$ cat config.mk
export PLATFORM = sky130hd
export DESIGN_NAME = accumulator_sequencer
export DESIGN_NICKNAME = d
export VERILOG_FILES = /design/src/rtl/cpu_pkg.sv /design/src/rtl/alu_n.sv /design/src/rtl/accumulator_sequencer.sv
export SDC_FILE = /design/constraint.sdc
export NUM_CORES = 1
export LEC_CHECK = 0
export ABC_CLOCK_PERIOD_IN_PS = 4600
export CORE_MARGIN = 2
export CORE_UTILIZATION = 30
export DETAILED_ROUTE_END_ITERATION = 7
export GPL_ROUTABILITY_DRIVEN = 0
export PLACE_DENSITY = 0.55
export SLEW_MARGIN = 10
export SYNTH_ARGS = -nofsm -noshare
export SYNTH_HDL_FRONTEND = slang
export SYNTH_SLANG_ARGS = --single-unit
$ cat constraint.sdc
create_clock -name clock -period 4.6 [get_ports clock]
set_input_delay 1.15 -clock clock [delete_from_list [all_inputs] [get_ports clock]]
set_output_delay 1.15 -clock clock [all_outputs]
set_load 0.005 [all_outputs]
$ cat src/rtl/cpu_pkg.sv
// Shared definitions for the accumulator machine: opcodes, sequencer states
// and the mapping from an instruction opcode to the ALU operation it needs.
package cpu_pkg;

  typedef enum logic [3:0] {
    OP_NOP     = 4'h0,
    OP_LOAD    = 4'h1,
    OP_STORE   = 4'h2,
    OP_ADD     = 4'h3,
    OP_SUB     = 4'h4,
    OP_AND     = 4'h5,
    OP_OR      = 4'h6,
    OP_XOR     = 4'h7,
    OP_SHL     = 4'h8,
    OP_SHR     = 4'h9,
    OP_JMP     = 4'hA,
    OP_JZ      = 4'hB,
    OP_LDI     = 4'hC,
    OP_JN      = 4'hD,
    OP_ILLEGAL = 4'hE,
    OP_HALT    = 4'hF
  } opcode_e;

  typedef enum logic [1:0] {
    S_FETCH  = 2'd0,
    S_DECODE = 2'd1,
    S_MEMOP  = 2'd2,
    S_HALT   = 2'd3
  } state_e;

  // Operation encoding inherited from the previous ALU; the operand order is
  // always a = ACC, b = memory data.
  typedef enum logic [3:0] {
    ALU_PASS_A = 4'h0,
    ALU_PASS_B = 4'h1,
    ALU_ADD    = 4'h2,
    ALU_SUB    = 4'h3,
    ALU_AND    = 4'h4,
    ALU_OR     = 4'h5,
    ALU_XOR    = 4'h6,
    ALU_SHL    = 4'h7,
    ALU_SHR    = 4'h8
  } alu_op_e;

  function automatic alu_op_e alu_op_for(input opcode_e opcode);
    alu_op_e op;
    case (opcode)
      OP_LOAD:  op = ALU_PASS_B;
      OP_ADD:   op = ALU_ADD;
      OP_SUB:   op = ALU_SUB;
      OP_AND:   op = ALU_AND;
      OP_OR:    op = ALU_OR;
      OP_XOR:   op = ALU_XOR;
      OP_SHL:   op = ALU_SHL;
      OP_SHR:   op = ALU_SHR;
      default:  op = ALU_PASS_A;
    endcase
    return op;
  endfunction

endpackage

$ cat src/rtl/alu_n.sv
// Combinational DATA_WIDTH-wide ALU; arithmetic wraps modulo 2^DATA_WIDTH
// and single-bit shifts fill with zero.
module alu_n
  import cpu_pkg::*;
#(
  parameter int DATA_WIDTH = 16
) (
  input  logic [DATA_WIDTH-1:0] a,
  input  logic [DATA_WIDTH-1:0] b,
  input  alu_op_e               op,
  output logic [DATA_WIDTH-1:0] y
);

  always_comb begin
    y = a;
    case (op)
      ALU_PASS_A: y = a;
      ALU_PASS_B: y = b;
      ALU_ADD:    y = a + b;
      ALU_SUB:    y = a - b;
      ALU_AND:    y = a & b;
      ALU_OR:     y = a | b;
      ALU_XOR:    y = a ^ b;
      ALU_SHL:    y = a << 1;
      ALU_SHR:    y = a >> 1;
      default:    y = a;
    endcase
  end

endmodule

$ cat src/rtl/accumulator_sequencer.sv
// Fetch/decode/execute controller for the accumulator machine; owns PC, IR,
// ACC and MAR and talks to one variable-latency memory port via req/ready.
module accumulator_sequencer
  import cpu_pkg::*;
#(
  parameter int DATA_WIDTH   = 16,
  parameter int OPCODE_WIDTH = 4,
  parameter int ADDR_WIDTH   = DATA_WIDTH - OPCODE_WIDTH,
  parameter logic [ADDR_WIDTH-1:0] RESET_PC = '0
) (
  input  logic                  clock,
  input  logic                  reset,
  input  logic                  run,
  output logic                  mem_req,
  output logic                  mem_we,
  output logic [ADDR_WIDTH-1:0] mem_addr,
  output logic [DATA_WIDTH-1:0] mem_wdata,
  input  logic                  mem_ready,
  input  logic [DATA_WIDTH-1:0] mem_rdata,
  output logic [DATA_WIDTH-1:0] acc,
  output logic [ADDR_WIDTH-1:0] pc,
  output logic                  halted,
  output logic                  illegal
);

  state_e                state_q, state_d;
  logic [DATA_WIDTH-1:0] ir_q, ir_d;
  logic [ADDR_WIDTH-1:0] mar_q, mar_d;
  logic [DATA_WIDTH-1:0] acc_q, acc_d;
  logic [ADDR_WIDTH-1:0] pc_q, pc_d;
  logic                  halted_q, halted_d;
  logic                  illegal_q, illegal_d;

  opcode_e               opcode;
  logic [ADDR_WIDTH-1:0] operand;
  alu_op_e               alu_op;
  logic [DATA_WIDTH-1:0] alu_y;

  assign opcode  = opcode_e'(ir_q[DATA_WIDTH-1 -: OPCODE_WIDTH]);
  assign operand = ir_q[ADDR_WIDTH-1:0];
  assign alu_op  = alu_op_for(opcode);

  // Shifts in DECODE and every ACC-op-memory result in MEMOP share this ALU;
  // shifts simply ignore the b operand.
  alu_n #(
    .DATA_WIDTH(DATA_WIDTH)
  ) u_alu (
    .a  (acc_q),
    .b  (mem_rdata),
    .op (alu_op),
    .y  (alu_y)
  );

  always_ff @(posedge clock) begin
    if (reset) begin
      state_q   <= S_FETCH;
      ir_q      <= '0;
      mar_q     <= '0;
      acc_q     <= '0;
      pc_q      <= RESET_PC;
      halted_q  <= 1'b0;
      illegal_q <= 1'b0;
    end else begin
      state_q   <= state_d;
      ir_q      <= ir_d;
      mar_q     <= mar_d;
      acc_q     <= acc_d;
      pc_q      <= pc_d;
      halted_q  <= halted_d;
      illegal_q <= illegal_d;
    end
  end

  // Request address, direction and data derive only from registers that are
  // frozen while a request waits, so they stay stable until ready arrives.
  always_comb begin
    state_d   = state_q;
    ir_d      = ir_q;
    mar_d     = mar_q;
    acc_d     = acc_q;
    pc_d      = pc_q;
    halted_d  = halted_q;
    illegal_d = illegal_q;
    mem_req   = 1'b0;
    mem_we    = 1'b0;
    mem_addr  = pc_q;

    case (state_q)
      S_FETCH: begin
        if (run) begin
          mem_req = 1'b1;
          if (mem_ready) begin
            ir_d    = mem_rdata;
            pc_d    = pc_q + 1'b1;
            state_d = S_DECODE;
          end
        end
      end

      S_DECODE: begin
        state_d = S_FETCH;
        case (opcode)
          OP_NOP: ;
          OP_SHL, OP_SHR: acc_d = alu_y;
          OP_LDI: acc_d = {{OPCODE_WIDTH{1'b0}}, operand};
          OP_JMP: pc_d = operand;
          OP_JZ:  if (acc_q == '0) pc_d = operand;
          OP_JN:  if (acc_q[DATA_WIDTH-1]) pc_d = operand;
          OP_LOAD, OP_STORE, OP_ADD, OP_SUB, OP_AND, OP_OR, OP_XOR: begin
            mar_d   = operand;
            state_d = S_MEMOP;
          end
          OP_ILLEGAL: begin
            illegal_d = 1'b1;
            halted_d  = 1'b1;
            state_d   = S_HALT;
          end
          OP_HALT: begin
            halted_d = 1'b1;
            state_d  = S_HALT;
          end
          default: state_d = S_FETCH;
        endcase
      end

      S_MEMOP: begin
        mem_req  = 1'b1;
        mem_addr = mar_q;
        mem_we   = (opcode == OP_STORE);
        if (mem_ready) begin
          if (opcode != OP_STORE) acc_d = alu_y;
          state_d = S_FETCH;
        end
      end

      S_HALT: ;

      default: state_d = S_FETCH;
    endcase
  end

  assign mem_wdata = acc_q;
  assign acc       = acc_q;
  assign pc        = pc_q;
  assign halted    = halted_q;
  assign illegal   = illegal_q;

endmodule

Yosys cells after proc, flatten, opt, wreduce, memory -nomap -nowiden --
Memories as Yosys holds them, arrays and structs flattened. A register that Yosys moved wholly into a read port is not among the register bits. Cells that the tools add are included.
Storage, ports and cells: flip-flop bits (word level) 60, ROM bits 64, word-level logic and storage cells 85, memories kept 1
Operators by class: add/sub/neg operators 3, equality and inequality tests 34, muxes and demuxes 22, bitwise operators 3, reduce and logical (&&, ||, !) cells 15
Memories:
- (name not given) | words 16, bits a word 4, read ports 1, clocked after memory_dff 1, write ports 0, RTL line cpu_pkg.sv:47 | case (opcode)
Operators by type and width (count):
- $pmux 16 s8 | 1
- $pmux 16 s2 | 2
- $mux 12 | 5
- $eq 4x4->1 const B | 9
- $pmux 12 s3 | 1
- $eq 4x3->1 const B | 8
- $mux 16 | 2
- $pmux 12 s2 | 1
- $add 16x16->16 | 1
- $and 16x16->16 | 1
- $eq 4x2->1 const B | 4
- $logic_not 16->1 | 1
- $or 16x16->16 | 1
- $sub 16x16->16 | 1
- $xor 16x16->16 | 1
- $add 12x1->12 const B | 1
- $eq 4x1->1 const B | 2
- $mux 4 | 2
- $ne 2x2->1 const B | 4
- $ne 4x2->1 const B | 2
- $reduce_and 4->1 | 2
- $reduce_or 7->1 | 1
- $mux 2 | 3
- $ne 3x3->1 const B | 2
- 14 further kinds | 19

Depth between registers and ports, before layout --
Gate-level depths: netlist (run 1).
depth in word-level cells 5, depth in mapped cells 16, depth with buffers taken out 13

By module --
From an unflattened synthesis (run 1), not the netlist that was laid out.
Second synthesis, totals: cells, all modules 777, area, all modules 6059.6 sq um
By module, submodules not included:
- accumulator_sequencer | instances 1, cells each 375, area each 3330.7 sq um
- alu_n | instances 1, cells each 402, area each 2728.9 sq um

Least setup slack after synthesis (run 1) --
No wires, ideal clock.
path type input to register, from input mem_rdata[2], to register acc_q[11] (netlist: acc[11]), setup time 112 ps, data arrival time 3903 ps, slack 585 ps, stages 14, buffers on the path 1, cell sequence nor4_1 -> nand2_1 -> nor4_1 -> nor2_1 -> o31ai_1 -> xnor2_1 -> ha_1 -> buf_2 -> nor4bb_1 -> nand2_1 -> or3_1 -> o41ai_1 -> nor4_1 -> a2111oi_1
On the way: longest elaborated chain between the ends 5, elaborated cells between the ends (all ways) 7, those cells by class add/sub: 2; mux: 5
RTL lines:
- start: declaration | RTL line accumulator_sequencer.sv:19 | input logic [DATA_WIDTH-1:0] mem_rdata,
- $sub 16x16->16 or $add 16x16->16 (tied branches) | RTL line alu_n.sv:20, alu_n.sv:19
- $pmux 16 s8 (*) | RTL line alu_n.sv:16 | case (op)
- $mux 16 | RTL line accumulator_sequencer.sv:131 | if (opcode != OP_STORE) acc_d = alu_y;
- $mux 16 | RTL line accumulator_sequencer.sv:130 | if (mem_ready) begin
- $pmux 16 s2 (*) | RTL line accumulator_sequencer.sv:88 | case (state_q)
- end signal: assignment | RTL line accumulator_sequencer.sv:59 | acc_q <= '0;
- end signal: assignment | RTL line accumulator_sequencer.sv:67 | acc_q <= acc_d;
- end: declaration | RTL line accumulator_sequencer.sv:29 | logic [DATA_WIDTH-1:0] acc_q, acc_d;
Mark *: on every way between the ends. The rest lies on a longest branch, timed or not. The select of a mux whose other input is x is not followed. A chain may end at the register's enable or synchronous reset.

Worst setup path after layout (run 1) --
Same ends and word-level chain as after synthesis.

==> results of run 1 <==
registers in the layout, summed over array words and instances (netlist names):
name,count
acc,16
mar_q,12
alu_op,4
illegal,1
pc,12
ir_q,16
state_q,2
halted,1
layout by cell type (no fill, tap or decap), types with 22 or more instances in the layout:
cell type        instances
a21oi_1                 66
nor3_1                  22
clkdlybuf4s50_1         78
nand2_1                 70
o21ai_0                 41
inv_1                   55
nor2_1                  53
mux2i_1                 22
dfxtp_1                 64
buf_4                   39
ha_1                    56
final timing paths:
kind | startpoint | endpoint
worst min-delay path | halted | halted
worst max-delay path | mem_rdata[2] | acc[11]
worst min register to register | halted | halted
worst max register to register | alu_op[1] | acc[11]
final cells by class:
class | count | area [µm²] | area share
Clock buffer | 11 | 243 | 0.0324
Clock inverter | 5 | 128 | 0.0170
Inverter | 58 | 223 | 0.0297
Multi-Input combinational cell | 607 | 4200 | 0.561
Sequential cell | 64 | 1280 | 0.171
Tap cell | 265 | 332 | 0.0443
Timing Repair Buffer | 118 | 1080 | 0.144
worst reg2reg max path, stage by stage (launching register included):
cell and delay (ns):
dfxtp_1 0.64, and3_1 0.54, a21oi_1 0.15, xnor2_1 0.16, ha_1 0.40, nand4_1 0.22, a2111oi_4 0.40, nor2_1 0.12
o41ai_1 0.36, nor4_1 0.09, a2111oi_1 0.35
power by group:
part | internal (W) | switching (W) | total [W]
combinational | 0.000316 | 0.000421 | 0.000738
sequential | 0.000585 | 0.0000752 | 0.000660
clock | 0.000599 | 0.000264 | 0.000863
total | 0.00150 | 0.000760 | 0.00226
layer usage:
layer / vias to the layer above / GRT usage
met5: - / 0
met4: 0 / 0.0573
met3: 38 / 0.0442
met2: 252 / 0.312
met1: 3039 / 0.266
li1: 3039 / -
cell families after synthesis:
family	synth area share
AO/OA/AOI/OAI	0.283
adder cells (fa/ha/maj)	0.119
XOR/XNOR	0.0345
AND/OR/NAND/NOR	0.195
multiplexers	0.0606
flip-flops	0.212
buffers and inverters	0.0953
stage by stage:
step / total power [W] / setup WS, ns
6_report: 0.00226 / 0.414
3_3_place_gp: 0.00139 / 0.122
2_1_floorplan: 0.00112 / 0.585
4_1_cts: 0.00226 / 0.400
5_1_grt: 0.00237 / 0.0478
3_5_place_dp: 0.00140 / 0.0805
what timing repair did:
item / CTS / global route
endpoints found under the hold margin: 0 / 0
endpoints found under the setup margin: 0 / 1
gates resized for setup: 0 / 1
==> results_dict.tcl, run 1 <==
set metrics [dict create \
    status "finished, final reports clean" \
    dr_wl_met3_mm 1.42 \
    drive_above_1_share 0.0973 \
    path_clk_slew_ns 0.06 \
    portBuffers 79 \
    cts_setup_buffers 0 \
    rsz0062_at_grt "false" \
    crit_family "simple AND/OR/NAND/NOR gates" \
    grt_start_max_net_pins 46 \
    drv_slew 0 \
    crit_chain "clkdlybuf4s50_1 -> nor4_1 -> buf_4 -> nand2_1 -> nor4_2 -> nor2_1 -> o31ai_1 -> xnor2_1 -> ha_1 -> nor4bb_1 -> nand2_1 -> or3_1 -> o41ai_1 -> nor4_1 -> a2111oi_1" \
    finalCritPeriodShare 0.910 \
    grtUsageTotal 0.196 \
    netlist_top_cells_count "nand2_1 (70), a21oi_1 (66), dfxtp_1 (64)" \
    placed_area_um2 7110 \
    max_stage_delay_ns 0.42 \
    die_area_um2 21300 \
    cp_slowest_cell "clkdlybuf4s50_1" \
    crit_arrival_ns 4.42 \
    end_kind "flop" \
    die_w_um 146 \
    cts.sinks 64 \
    grt_antenna_before_repair 0 \
    fin_area_um2 7490 \
    vdd_ir_drop_max_v 0.000157 \
    synth_fp_nets 874 \
    cp_num_buf_inv 2 \
    wl_met2_mm 9.76 \
    fin_skew_ns 0.00935 \
    reg2reg_depth 10 \
    r2r_setup_slack_ns 1.07 \
    max-slew-margin-rel 0.415 \
    finalHoldViolCount 0 \
    synth_seq_cells 64 \
    dp.cells 1112 \
    gr-total-overflow 0 \
    syn_inst 797 \
    worstSetupPathType "in2reg" \
    synth-seq-area-share 0.212 \
    initial_core_util 0.308 \
    drt-initial-drc-count 512 \
    avgRoutedWirePerCell_um 19.1 \
    fin_util 0.381 \
    postSynth.asyncResetShare 0 \
    cp.depth 15 \
    cts_tree "done" \
    cp_max_fo 3 \
    ys_types 79 \
    yosys.area.top_type "dfxtp_1" \
    coreArea_um2 19700 \
    holdCritPathClass "reg2reg" \
    synthDominantCellAreaShare 0.212 \
    highest_layer "met4" \
    num-fill-cells 2106 \
    avgSynthCellArea_um2 7.59 \
    synthTopCellsByArea "dfxtp_1 (21%), ha_1 (12%), a21oi_1 (5.5%), nand2_1 (4.3%), mux2i_1 (3.6%)" \
    p_leak_nw 2.78 \
    routed_via_density 5.65 \
    synth_edf_count 0 \
    syn2layout_area_growth_pct 23.8 \
    cts_buffer_depth 2 \
    synth-main-ff-cell "dfxtp_1" \
    synth_most_common_cell "nand2_1" \
    whs_ns 0.453 \
    power_density_nw_per_um2 302 \
    root_buffer "clkbuf_16" \
    syn_area_um2 6050 \
    htree_levels 3 \
    numCtsBuffers 9 \
    grt_pass1_vias 5812 \
    drc 0 \
    vias 6368 \
    critPathLaunchType "input pin" \
    antenna_cells 0 \
    yosysWarnings 0 \
    num-nets-final 935 \
    die_y_um 146 \
    ios 80 \
    hold_path_depth 2 \
    grt_pass1_wl_mm 33.4 \
    drt_wl_total_mm 21.5 \
    drtAntennaViolNets 0 \
    cap_violations 0 \
    tightest_slew_ns 0.877 \
    fin_crit_ns 4.19 \
    tns_ns 0 \
    fin_cells 1128 \
    critPathRequiredTime_ns 4.84 \
    cts_hold_buffers 0 \
    setup_viol 0 \
    clock_latency_ns 0.35 \
    rows 51 \
    dp_hpwl_mm 15.7 \
    wl_met1_mm 9.80 \
    first_pass_iters 5 \
    fmax_mhz 239 \
]
(Power assumes the default switching activity.)
==> inputs of run 2 (changes only) <==
Settings changed: ABC_CLOCK_PERIOD_IN_PS 4600 to 3900, CTS_BUF_LIST set to sky130_fd_sc_hd__clkbuf_8, GPL_TIMING_DRIVEN set to 0.
Clock period 4.6 ns to 3.9 ns, I/O delays scaled along.
==> results_dict.tcl, run 2 (synthesis results as in run 1) <==
set metrics [dict create \
    share_comb_of_total_power 0.357 \
    setup_viol 0 \
    routed_via_density 5.65 \
    ios 80 \
    tightest_slew_ns 1.38 \
    rsz0062_at_grt "true" \
    cap_violations 0 \
    die_area_um2 21300 \
    dp_hpwl_mm 17.3 \
    power_density_nw_per_um2 338 \
    initial_core_util 0.308 \
    die_y_um 146 \
    cts_hold_buffers 0 \
    vias 6558 \
    grt_pass1_vias 6103 \
    gr-total-overflow 0 \
    num-nets-final 967 \
    final_common_cell "clkdlybuf4s50_1" \
    p_clk_frac 0.342 \
    max-slew-margin-rel 0.0737 \
    crit_arrival_ns 3.99 \
    power_switching_w 0.000899 \
    coreArea_um2 19700 \
    portBuffers 79 \
    placed_area_um2 7170 \
    first_pass_iters 5 \
    fin_util 0.385 \
    cp_slowest_cell "a2111oi_1" \
    grtUsageTotal 0.208 \
    max_stage_delay_ns 0.45 \
    holdCritPathClass "reg2reg" \
    crit_chain "clkdlybuf4s15_2 -> nor4_4 -> buf_4 -> buf_4 -> a41oi_1 -> xnor2_1 -> ha_1 -> nand4_1 -> a2111oi_4 -> nor2_1 -> xnor2_1 -> a2111oi_1 -> a2111oi_0" \
    root_buffer "clkbuf_8" \
    drv_slew 0 \
    final_cell_mix "clkdlybuf4s50_1 (71), nand2_1 (69), a21oi_1 (65)" \
    syn2layout_area_growth_pct 25.0 \
    power_w 0.00255 \
    cp_max_fo 6 \
    grt_start_max_net_pins 12 \
    fin_skew_ns 0.0109 \
    vdd_ir_drop_max_v 0.000174 \
    cts_buffer_depth 2 \
    end_kind "flop" \
    finalCritPeriodShare 0.969 \
    finalHoldViolCount 0 \
    fin_area_um2 7560 \
    cp_num_buf_inv 3 \
    drive_above_1_share 0.109 \
    critPathRequiredTime_ns 4.11 \
    grt_pass1_wl_mm 34.8 \
    critPathLaunchType "input pin" \
    drt-initial-drc-count 664 \
    path_clk_slew_ns 0.07 \
    rows 51 \
    cts.sinks 64 \
    fmax_mhz 265 \
    drc 0 \
    worstSetupPathType "in2reg" \
    clock_latency_ns 0.38 \
    p_int_w 0.00166 \
    drtAntennaViolNets 0 \
    cts_tree "done" \
    numCtsBuffers 9 \
    swShare 0.352 \
    fin_crit_ns 3.78 \
    htree_levels 3 \
    crit_family "compound AO/OA/AOI/OAI gates" \
    die_w_um 146 \
    power.share.sequential 0.300 \
    status "finished, final reports clean" \
    p_leak_nw 2.85 \
    drt_wl_total_mm 22.7 \
    avgRoutedWirePerCell_um 19.6 \
    grt_antenna_before_repair 0 \
    antenna_cells 0 \
]
==> run 2: power by group through the flow <==
stage                     Sequential [W]  Combinational, W  Clock [W]
final                           0.000767          0.000913   0.000874
after global routing            0.000772          0.000991   0.000907
after CTS                       0.000767          0.000893   0.000881
after detailed placement        0.000781          0.000879          0
after global placement          0.000781          0.000880          0
after floorplan                 0.000748          0.000572          0
==> run 2: repair_timing <==
item	CTS	global route
setup endpoints to repair	7	4
gates resized for setup	22	13
buffers inserted	2	2
gates cloned	0	0
pin swaps	3	5
==> run 2: area by class of cell <==
cell class | count | area, µm²
plain buffers | 67 | 353
repair buffers | 83 | 802
clock buffers | 11 | 151
fillers | 2091 | 12100
flip-flops and latches | 64 | 1280
inverters | 58 | 223
well taps | 265 | 332
multi-input cells | 607 | 4270
clock inverters | 5 | 150
==> run 2: worst register-to-register path, delay by kind of cell (launching register included) <==
kind / cells / cell delay [ns]
AOI/OAI and AO/OA: 4 / 1.11
and+or+nand+nor: 3 / 0.70
buffers and inverters: 2 / 0.59
adders and majority gates: 1 / 0.39
DFF: 1 / 0.37
xor gates and xnor gates: 2 / 0.29
==> run 2: final timing paths <==
| kind | startpoint | end | slack (ns) | cells after the start |
|---|---|---|---|---|
| max | mem_rdata[3] | acc[9] | 0.12 | 13 |
| min | halted | halted | 0.46 | 2 |
| max reg2reg | alu_op[0] | acc[9] | 0.29 | 12 |
| min reg2reg | halted | halted | 0.46 | 2 |
==> run 2: stage by stage <==
step                setup TNS (ns)  setup slack [ns]  instances  hold slack (ns)
floorplan                        0            0.0597        797            0.442
global placement             -6.60             -1.27       1141            0.446
detailed placement           -6.84             -1.32       1141            0.442
CTS                              0          0.000415       1159            0.461
global route               -0.0117           -0.0117       1160            0.507
finish                           0             0.122       1160            0.458
==> run 2: per-layer routing <==
metal,GRT usage,routed length [µm],vias to the layer above
met5,0,0,-
met3,0.0313,1640,50
met4,0.0850,751,0
li1,-,-,3103
met1,0.292,10600,3097
met2,0.316,9740,308
